$ cat src/rtl/alu_op_sequencer.sv
// alu_op_sequencer
//   Command front-end for the 32-bit combinational ALU. Commands {op, a, b}
//   are queued in a small FIFO and issued one at a time on registered ALU
//   operand/opcode outputs. The ALU result is captured one cycle later and
//   held on a valid/ready result port, tagged with its opcode.
//
// Ports
//   clk, rst_n                     clock, asynchronous active-low reset
//   cmd_valid/cmd_ready            command handshake
//   cmd_op, cmd_a, cmd_b           command payload
//   alu_a, alu_b, alu_inp          registered operands/opcode to the ALU
//   alu_out                        combinational ALU result
//   res_valid/res_ready            result handshake
//   res_data, res_op               captured result and its opcode
//   busy                           FIFO non-empty or a command in flight
module alu_op_sequencer #(
    parameter int WIDTH = 32,
    parameter int DEPTH = 4
) (
    input  logic             clk,
    input  logic             rst_n,
    input  logic             cmd_valid,
    output logic             cmd_ready,
    input  logic [2:0]       cmd_op,
    input  logic [WIDTH-1:0] cmd_a,
    input  logic [WIDTH-1:0] cmd_b,
    output logic [WIDTH-1:0] alu_a,
    output logic [WIDTH-1:0] alu_b,
    output logic [2:0]       alu_inp,
    input  logic [WIDTH-1:0] alu_out,
    output logic             res_valid,
    input  logic             res_ready,
    output logic [WIDTH-1:0] res_data,
    output logic [2:0]       res_op,
    output logic             busy
);

    localparam int          AW   = (DEPTH > 1) ? $clog2(DEPTH) : 1;
    localparam logic [AW:0] FULL = (AW+1)'(DEPTH);

    typedef enum logic [1:0] {IDLE, EXEC, HOLD} state_t;

    state_t           state_q;
    logic [AW-1:0]    wr_ptr_q, rd_ptr_q;
    logic [AW:0]      count_q, count_d;
    logic [WIDTH-1:0] a_mem  [DEPTH];
    logic [WIDTH-1:0] b_mem  [DEPTH];
    logic [2:0]       op_mem [DEPTH];

    logic [WIDTH-1:0] alu_a_q, alu_b_q, res_data_q;
    logic [2:0]       alu_inp_q, res_op_q;
    logic             res_valid_q;

    logic push, pop, fifo_empty;

    assign fifo_empty = (count_q == '0);
    // Ready comes from the registered count only, so a pop in the same
    // cycle never opens a slot for a push into a full FIFO.
    assign cmd_ready  = (count_q != FULL);
    assign push       = cmd_valid && cmd_ready;
    // Issue from IDLE, or straight out of HOLD when the result is taken.
    assign pop        = !fifo_empty &&
                        ((state_q == IDLE) || ((state_q == HOLD) && res_ready));

    always_comb begin
        count_d = count_q;
        case ({push, pop})
            2'b10:   count_d = count_q + 1'b1;
            2'b01:   count_d = count_q - 1'b1;
            default: count_d = count_q;
        endcase
    end

    // FIFO storage: no reset needed, entries are only read after a push.
    always_ff @(posedge clk) begin
        if (push) begin
            a_mem[wr_ptr_q]  <= cmd_a;
            b_mem[wr_ptr_q]  <= cmd_b;
            op_mem[wr_ptr_q] <= cmd_op;
        end
    end

    // Pointers wrap naturally since DEPTH is a power of two.
    always_ff @(posedge clk or negedge rst_n) begin
        if (!rst_n) begin
            wr_ptr_q <= '0;
            rd_ptr_q <= '0;
            count_q  <= '0;
        end else begin
            if (push) wr_ptr_q <= wr_ptr_q + 1'b1;
            if (pop)  rd_ptr_q <= rd_ptr_q + 1'b1;
            count_q <= count_d;
        end
    end

    always_ff @(posedge clk or negedge rst_n) begin
        if (!rst_n) begin
            state_q     <= IDLE;
            alu_a_q     <= '0;
            alu_b_q     <= '0;
            alu_inp_q   <= '0;
            res_data_q  <= '0;
            res_op_q    <= '0;
            res_valid_q <= 1'b0;
        end else begin
            if (pop) begin
                alu_a_q   <= a_mem[rd_ptr_q];
                alu_b_q   <= b_mem[rd_ptr_q];
                alu_inp_q <= op_mem[rd_ptr_q];
            end
            case (state_q)
                IDLE: begin
                    if (pop) state_q <= EXEC;
                end
                EXEC: begin
                    // ALU has had a full cycle to settle on the issued operands.
                    res_data_q  <= alu_out;
                    res_op_q    <= alu_inp_q;
                    res_valid_q <= 1'b1;
                    state_q     <= HOLD;
                end
                HOLD: begin
                    if (res_ready) begin
                        res_valid_q <= 1'b0;
                        state_q     <= pop ? EXEC : IDLE;
                    end
                end
                default: begin
                    res_valid_q <= 1'b0;
                    state_q     <= IDLE;
                end
            endcase
        end
    end

    assign alu_a     = alu_a_q;
    assign alu_b     = alu_b_q;
    assign alu_inp   = alu_inp_q;
    assign res_data  = res_data_q;
    assign res_op    = res_op_q;
    assign res_valid = res_valid_q;
    assign busy      = !fifo_empty || (state_q != IDLE);

endmodule

$ cat config.mk
export PLATFORM = sky130hd
export DESIGN_NAME = alu_op_sequencer
export DESIGN_NICKNAME = d
export VERILOG_FILES = /design/src/rtl/alu_op_sequencer.sv
export SDC_FILE = /design/constraint.sdc
export NUM_CORES = 1
export LEC_CHECK = 0
export BUFFER_PORTS_ARGS = -buffer_cell sky130_fd_sc_hd__buf_2
export CORE_ASPECT_RATIO = 0.7
export CORE_UTILIZATION = 59
export CTS_BUF_LIST = sky130_fd_sc_hd__clkbuf_2
export DETAILED_ROUTE_END_ITERATION = 8
export PLACE_DENSITY = 0.9
export RECOVER_POWER = 50
export SYNTH_ARGS = -nofsm -noshare
export SYNTH_HDL_FRONTEND = slang
export SYNTH_SLANG_ARGS = --single-unit
$ cat constraint.sdc
create_clock -name clk -period 3.7 [get_ports clk]
set_input_delay 0.185 -clock clk [delete_from_list [all_inputs] [get_ports clk]]
set_output_delay 0.185 -clock clk [all_outputs]
set_load 0.03 [all_outputs]
=== After elaboration in Yosys (flattened, before gate mapping) ===
Memories as Yosys holds them, arrays and structs flattened. A register that Yosys moved wholly into a read port is not among the register bits.
Cells that the tools add are included.

* Register bits: 45
* Latch bits: 0
* RAM bits: 268
* Memory bits (read-only): 0
* Input bits: 103
* Output and inout bits: 105
* Word-level logic and storage cells: 46
* Memories kept: 3

{| class="wikitable"
|+ Memories
! memory !! words !! width !! read ports !! clocked after Yosys merged registers in !! write ports !! RTL line !! text
|-
| a_mem || 4 || 32 || 1 || 1 || 1 || 46 || <nowiki>logic [WIDTH-1:0] a_mem [DEPTH];</nowiki>
|-
| b_mem || 4 || 32 || 1 || 1 || 1 || 47 || <nowiki>logic [WIDTH-1:0] b_mem [DEPTH];</nowiki>
|-
| op_mem || 4 || 3 || 1 || 1 || 1 || 48 || <nowiki>logic [2:0] op_mem [DEPTH];</nowiki>
|}

* Add/subtract/negate cells: 4
* Multiply operators: 0
* Div/mod/pow operators: 0
* Magnitude comparators: 0
* Equal/unequal tests: 7
* Shift operators: 0
* Multiplexer cells: 9
* Bitwise gates (word level): 1
* Reduce and logical (&&, ||, !) cells: 15

{| class="wikitable"
|+ Operators with widths
! operator !! count
|-
| $pmux W2 S3 || 1
|-
| $pmux W3 S2 || 1
|-
| $add A2 B1 Y2 const B || 2
|-
| $eq A2 B1 Y1 const B || 2
|-
| $eq A2 B2 Y1 const B || 2
|-
| $logic_not A1 Y1 || 4
|-
| $mux W1 || 4
|-
| $mux W2 || 2
|-
| $ne A2 B2 Y1 const B || 2
|-
| $reduce_and A2 Y1 || 2
|-
| $reduce_bool A2 Y1 || 2
|-
| $add A3 B1 Y3 const B || 1
|-
| $logic_and A1 B1 Y1 || 3
|-
| $logic_not A3 Y1 || 1
|-
| $ne A3 B3 Y1 const B || 1
|-
| $pmux W1 S3 || 1
|-
| $sub A3 B1 Y3 const B || 1
|-
| $logic_not A2 Y1 || 1
|-
| $logic_or A1 B1 Y1 || 2
|-
| $not A1 Y1 || 1
|}

=== Longest topological paths before layout ===
Gate-level depths: netlist of the first run.

* Word-level depth: 7
* Gate-level depth with buffers: 9
* Mapped depth without buffers: 8

=== Least setup slack after synthesis of the first run ===
No wires, ideal clock.

* Path kind: reg2reg
* Start: reg count_q[2]
* End: mem a_mem[0][0] (enable)
* Setup time: 433 ps
* Data arrival time: 2463 ps
* Data required time: 3267 ps
* Setup slack: 804 ps
* Cell stages (with the launch flop): 3
* Path buffers: 0
* Clock period less this slack: 2896 ps
* Cells stage by stage: dfrtp_1 > or3b_1 > and3_1

* Word-level cells in the longest chain between the ends: 4

{| class="wikitable"
|+ RTL lines
! item !! RTL line !! text
|-
| from (decl) || 45 || <nowiki>logic [AW:0] count_q, count_d;</nowiki>
|-
| from (signal assigned) || 92 || <nowiki>count_q <= count_d;</nowiki>
|-
| $ne A3 B3 Y1 || 59 || <nowiki>assign cmd_ready = (count_q != FULL);</nowiki>
|-
| net cmd_ready || 23 || <nowiki>output logic cmd_ready,</nowiki>
|-
| $logic_and A1 B1 Y1 || 60 || <nowiki>assign push = cmd_valid && cmd_ready;</nowiki>
|-
| $mux W1 || 76 || <nowiki>if (push) begin</nowiki>
|-
| $mux W1 (implied by the code) || 77 || <nowiki>a_mem[wr_ptr_q] <= cmd_a;</nowiki>
|-
| to (decl) || 46 ||
|}

The timed path passes the listed nets, and every way through them passes these cells.

=== Final worst setup path of the first run ===
* Start: reg state_q[0]
* End: reg res_op_q[1] (netlist: res_op[1])

* Word-level cells in the longest chain between the ends: 1

{| class="wikitable"
|+ RTL lines
! item !! RTL line !! text
|-
| from (decl) || 43 || <nowiki>state_t state_q;</nowiki>
|-
| from (signal assigned) || 125 || <nowiki>state_q <= pop ? EXEC : IDLE;</nowiki>
|-
| $eq A2 B1 Y1 || 111 || <nowiki>case (state_q)</nowiki>
|-
| to (signal assigned) || 118 || <nowiki>res_op_q <= alu_inp_q;</nowiki>
|-
| to (decl) || 51 || <nowiki>logic [2:0] alu_inp_q, res_op_q;</nowiki>
|}

No other way between the ends.
A chain may end at the register's enable or synchronous reset.

==> impl_metrics.tcl, run 1 <==
set metrics [dict create \
    result_of_the_run "complete, but fails checks" \
    violations "max-capacitance violations, max-slew violations" \
    die_x_um 186.1 \
    seq_power_share_pct 45.7 \
    grt_start_max_net_pins 69 \
    post_synth_main_area_contributors "edfxtp_1 (57%), dfrtp_1 (20%), mux4_2 (11%)" \
    post_route_cells_drive_above_1_share_pct 38.93 \
    synthMostInstantiatedCell "edfxtp_1" \
    ant_nets 0 \
    worst-path-max-fanout 36 \
    dpl.cell_count 1108 \
    final-seq-area_mm2 0.01086 \
    detailroute.via_count 7780 \
    die_h_um 130.9 \
    share_of_the_synthesized_area_in_the_top_cell_type_pct 57.46 \
    async_reset_ff_share_pct 29.47 \
    fin_skew_ns 0.07022 \
    crit_arrival_ns 3.30 \
    nets 1158 \
    final_min_period_over_clock_period_pct 69.52 \
    synth-warning-count 0 \
    area_growth_syn_to_layout_pct 26.28 \
    tritoncts.num_buffers 85 \
    timing_worst_slew_pin_value_ns 1.938 \
    numClockSinks 380 \
    cts.htree.levels 3 \
    cp_data_required_time_ns 4.43 \
    wire_length_of_the_first_global_routing_pass_mm 45.54 \
    switching_share_pct 36.76 \
    floorplan.die_area_mm2 0.02437 \
    starting_density_pct 60.98 \
    power_report.internal_total_mw 9.330 \
    dp_hpwl_mm 15.06 \
    io_buffer_count 207 \
    switching_power_mw 5.422 \
    dp_slack_ns 1.455 \
    syn_nets 722 \
    drt-wirelength-per-cell_um 21.57 \
    cts_buffer_depth 3 \
    maxCapViolations 3 \
    met2_usage_pct 45.59 \
    synthDistinctLibCells 27 \
    slew_headroom_pct -29.17 \
    gr-usage-met1_pct 30.89 \
    cts.reportedPaths.clkPinSlew_ns 0.12 \
    cts_tree "done" \
    leakagePower_nw 6.651 \
    fillerInstances 1280 \
    grt_most_used_layer "met2" \
    final-setup-viol-count 0 \
    synth_ff_type "edfxtp_1" \
    resized_after_cts 0 \
    instances_no_fill 1436 \
    boundaryPins 208 \
    global_route_total_usage_across_every_layer_pct 26.16 \
    fin_util_pct 77.01 \
    clock_power_share_pct 18.6 \
    drt_pre_antenna_iters 5 \
    worst_reg_to_reg_cells 2 \
    grt_antenna_before_repair 4 \
    multi_input_comb_area_mm2 0.002990 \
    global_route.overflow_total 0 \
    clock-root-buffer "clkbuf_2" \
    timing.hold.ws_ns 0.07346 \
    detailedRoute.firstIterationViolations 520 \
    pwr_density_cell_mw_per_mm2 834.2 \
    post_syn_instances 613 \
    max_clock_freq_ghz 0.3887 \
    combPwrFrac_pct 35.7 \
    start_kind "flop" \
    timing.hold.worst_path_depth 3 \
    first_global_vias 8368 \
    gp_routability_congestion 0.6843 \
    finalMaxSlewViolations 131 \
    cp-end-kind "flop" \
    finalSetupTns_ns 0 \
    postSynthAreaPerCell_um2 22.85 \
    synth_largest_area_cell "edfxtp_1" \
    peakVddDrop_v 0.0005051 \
    clock_insertion_delay_worst_skew_ns 0.89 \
    mappedNetlistArea_mm2 0.01400 \
    critical_path_class "flop to flop" \
    timing.final.hold_violations 0 \
    synth_enable_flop_cells 268 \
    grt_setup_unrepaired "false" \
    synth-seq-area-share_pct 77.48 \
    routed_wl_mm 30.97 \
    grt_met3_use_pct 6.929 \
    ys_seq_elements 380 \
    floorplan.core_area_mm2 0.02296 \
    postCtsSetupRepairBufs 0 \
    synth_top_cells_by_count "edfxtp_1 (268), dfrtp_1 (112), mux2_2 (96), mux4_2 (67), buf_2 (19)" \
    layout_min_cycle_time_ns 2.572 \
    postLayoutSetupSlackWorst_ns 1.128 \
    hold_path.class "primary input to flop" \
    placement_rows 46 \
    detail_route.vias_per_cell 5.418 \
    post-route-drc-count 0 \
]
==> routing by layer <==
layer	wire [µm]	up-vias
li1	-	3416
met1	11830	3943
met2	16170	349
met3	2077	72
met4	897	0
met5	0	-
==> per-stage QoR <==
| step | power, mW | area [µm²] |
|---|---|---|
| after global placement | 11.72 | 15340 |
| after detailed placement | 11.95 | 15340 |
| after global routing | 15.45 | 17680 |
| after CTS | 14.76 | 17790 |
| final | 14.75 | 17680 |
| after floorplan | 10.51 | 14000 |
==> worst max-delay path, stage by stage (launching register included) <==
cell,delay (ns)
dfrtp_1,0.53
nor2b_2,1.40
mux2_2,0.45
==> final timing paths <==
path                                 start           end  slack [ns]
worst min register to register    alu_b[3]      alu_b[3]        0.52
min in group asynchronous            rst_n    state_q[1]        1.03
worst max-delay path            state_q[0]     res_op[1]        1.13
max in group asynchronous            rst_n  res_data[11]        1.26
worst min-delay path            alu_out[6]   res_data[6]        0.07
worst max register to register  state_q[0]     res_op[1]        1.13
==> cell families (layout without fill, tap and decap cells) <==
kind of cell               after synthesis  after routing  synth area share [%]
DFF                                    380            380                 77.48
adders and majority gates                6              6                0.5897
muxes                                  171            171                 19.35
xor gates and xnor gates                 6              6                0.3753
buffers and inverters                   31            538                 1.340
AOI/OAI and AO/OA                        3              3                0.1430
and+or+nand+nor                         16             16                0.7236
other                                    0              4                     0
==> cell usage in the layout (no fill, tap or decap), drive strengths merged <==
cell type	n
nor3	3
diode	4
and2	1
o21a	1
mux4	67
bufinv	2
ha	5
nor2b	2
clkinv	19
xnor2	3
fa	1
buf	111
or3b	1
clkbuf	234
nand2	1
edfxtp	268
xor2	3
dlygate4sd3	165
nor4b	1
o21ai	1
mux2	104
nor2	3
dfrtp	112
a21o	1
and3	4
inv	7
==> final cells by class <==
class	count	area share, %
timing repair buffer	377	14.73
antenna	4	0.05660
inverter	3	0.06368
sequential	380	61.40
multi-input combinational	202	16.91
clock inverter	25	0.8702
clock buffer	133	3.764
tap	312	2.207
==> sequential cells by signal, summed over array words and instances (netlist names) <==
| register | count |
|---|---|
| alu_inp | 3 |
| res_op | 3 |
| a_mem | 128 |
| res_data | 32 |
| state_q | 2 |
| alu_a | 32 |
| count_q | 3 |
| rd_ptr_q | 2 |
| res_valid | 1 |
| wr_ptr_q | 2 |
| alu_b | 32 |
| op_mem | 12 |
| b_mem | 128 |
==> power by group through the flow <==
stage	logic, mW	clock network [mW]	registers (mW)
after floorplan	2.95	0	7.56
after global placement	5.00	0	6.72
after detailed placement	5.17	0	6.78
after CTS	5.31	2.75	6.70
after global routing	5.56	3.01	6.88
final	5.26	2.75	6.74
==> repair_timing <==
item | CTS | global route
endpoints found under the hold margin | 365 | 8
endpoints found under the setup margin | 0 | 0
hold buffers | 161 | 5
Power figures use the tool's default switching activity.
==> run 2, diff against run 1 <==
==> constraint.sdc (replaced) <==
create_clock -name clk -period 2.6 [get_ports clk]
set_input_delay 0.13 -clock clk [delete_from_list [all_inputs] [get_ports clk]]
set_output_delay 0.13 -clock clk [all_outputs]
set_load 0.03 [all_outputs]
==> impl_metrics.tcl, run 2 (synthesized netlist as in run 1, its figures left out) <==
set metrics [dict create \
    result_of_the_run "complete, no violations" \
    dpl.cell_count 1117 \
    post_route_cells_drive_above_1_share_pct 44.95 \
    area_growth_syn_to_layout_pct 30.88 \
    cp-end-kind "flop" \
    boundaryPins 208 \
    detailroute.via_count 8014 \
    starting_density_pct 60.98 \
    reg2reg_setup_slack_ns 0.20 \
    holdPathEnd "state_q[1]" \
    timing.final.hold_violations 0 \
    post-route-drc-count 0 \
    detailedRoute.firstIterationViolations 464 \
    peakVddDrop_v 0.0007600 \
    final-setup-viol-count 0 \
    floorplan.core_area_mm2 0.02296 \
    switching_power_mw 7.884 \
    leakagePower_nw 7.111 \
    total_power_mw 21.41 \
    cts.reportedPaths.clkPinSlew_ns 0.12 \
    worst-path-max-fanout 68 \
    layout_min_cycle_time_ns 2.403 \
    resized_after_cts 0 \
    numClockSinks 380 \
    max_clock_freq_ghz 0.4162 \
    timing.critical_path.slowest_stage_cell "clkbuf_4" \
    detail_route.vias_per_cell 5.408 \
    grt_antenna_before_repair 2 \
    global_route_total_usage_across_every_layer_pct 28.26 \
    cts_tree "done" \
    grt_start_max_net_pins 69 \
    final_design_area_no_fill_mm2 0.01833 \
    start_kind "flop" \
    crit_buf_inv 1 \
    final_min_period_over_clock_period_pct 92.42 \
    floorplan.die_area_mm2 0.02437 \
    finalSetupTns_ns 0 \
    clock_power_share_pct 18.4 \
    cpLargestDelayFamily "buffers and inverters" \
    gp_routability_congestion 0.6817 \
    power_report.internal_total_mw 13.52 \
    seq_power_share_pct 43.6 \
    instances_no_fill 1482 \
    maxCapViolations 0 \
    finalMaxSlewViolations 0 \
    clock_insertion_delay_worst_skew_ns 0.92 \
    cts_buffer_depth 3 \
    r2r_end "alu_b[10]" \
    ant_nets 0 \
    global_route.overflow_total 0 \
    dp_hpwl_mm 15.68 \
    routed_wl_mm 32.98 \
    clock-root-buffer "clkbuf_2" \
    worstReg2RegStart "state_q[1]" \
    cp_data_required_time_ns 3.35 \
    die_h_um 130.9 \
    timing.hold.worst_path_depth 4 \
    cp_cell_sequence "nor2b_1 > nor3_4 > clkbuf_4 > mux2_2" \
    maximum_single_stage_delay_on_the_critical_path_ns 0.94 \
    hold_path.class "primary input to flop" \
    placement_rows 46 \
    tritoncts.num_buffers 85 \
    timing_worst_slew_pin_value_ns 1.176 \
    crit_arrival_ns 3.15 \
    die_x_um 186.1 \
    wire_length_of_the_first_global_routing_pass_mm 49.20 \
    drt-wirelength-per-cell_um 22.25 \
    placed_area_mm2 0.01548 \
    nets 1207 \
    grt_setup_unrepaired "false" \
    reg.largest.list "a_mem x128, b_mem x128" \
    critical_path_class "flop to flop" \
    hold_start "res_ready" \
    switching_share_pct 36.82 \
    layout.cells.most_common "edfxtp_1" \
    drt_pre_antenna_iters 4 \
    cts.htree.levels 3 \
    final_cell_mix "edfxtp_1 (268), dlygate4sd3_1 (205), buf_2 (190)" \
    pwr_density_cell_mw_per_mm2 1168 \
    io_buffer_count 207 \
    fin_util_pct 79.81 \
    fin_skew_ns 0.06848 \
    first_global_vias 8922 \
    worst_reg_to_reg_cells 4 \
    slew_headroom_pct 21.61 \
    combPwrFrac_pct 38.0 \
]
## run 2: cell count changes in the layout (fill, tap and decap cells not counted), moves of 3 or more
cell	change
clkbuf_1	-83
buf_12	+5
clkbuf_2	+3
clkinv_2	-3
buf_2	+81
dlygate4sd3_1	+40
## run 2: worst max-delay path by stage
stage | startpoint | to | slack, ns | depth (start not counted)
after global routing | state_q[1] | alu_a[31] | 0.09 | 4
after global placement | count_q[1] | count_q[1] | 0.47 | 6
final | state_q[1] | alu_b[10] | 0.20 | 4
after CTS | count_q[0] | busy | 0.33 | 3
after detailed placement | count_q[0] | count_q[1] | 0.42 | 6
after floorplan | count_q[1] | count_q[1] | 0.36 | 6
## run 2: what timing repair did
| item | in CTS | in global routing |
|---|---|---|
| endpoints found under the hold margin | 474 | 0 |
| setup buffers | 0 | 0 |
| hold buffers | 206 | 0 |
## run 2: layout make-up
class                      instances  area [µm²]
sequential                       380       10860
fill                            1144        4636
timing repair buffer             426        3258
multi-input combinational        202        2992
clock buffer                     135       675.6
tap                              312       390.4
clock inverter                    22       138.9
inverter                           3       11.26
antenna                            2       5.005
## run 2: routing by layer
metal	global-route usage (%)	share of wire (%)	routed length (µm)	vias to the layer above
li1	-	-	-	3484
met1	33.48	38	12560	4103
met2	48.95	52	17230	337
met3	7.594	6.5	2131	90
met4	13.07	3.2	1056	0
met5	0	0	0	-
## run 2: power groups by stage
stage	Sequential (mW)	Clock (mW)	Combinational, mW
3_5_place_dp	9.35	0	7.83
2_1_floorplan	10.7	0	4.20
4_1_cts	9.23	3.90	8.10
3_3_place_gp	9.23	0	7.58
6_report	9.32	3.95	8.14
5_1_grt	9.49	4.31	8.60
## run 2: worst reg2reg max path, cell delays in order (launching register included)
cell and delay [ns]:
dfrtp_1 0.45, nor2b_1 0.21, nor3_4 0.15, clkbuf_4 0.94, mux2_2 0.48
## run 2: metrics by stage
step,hold slack (ns),setup slack [ns]
floorplan,-0.1656,0.3584
global placement,0.2557,0.4690
detailed placement,0.2656,0.4151
CTS,0.007395,0.3304
global route,0.09803,0.09307
finish,0.1304,0.1970
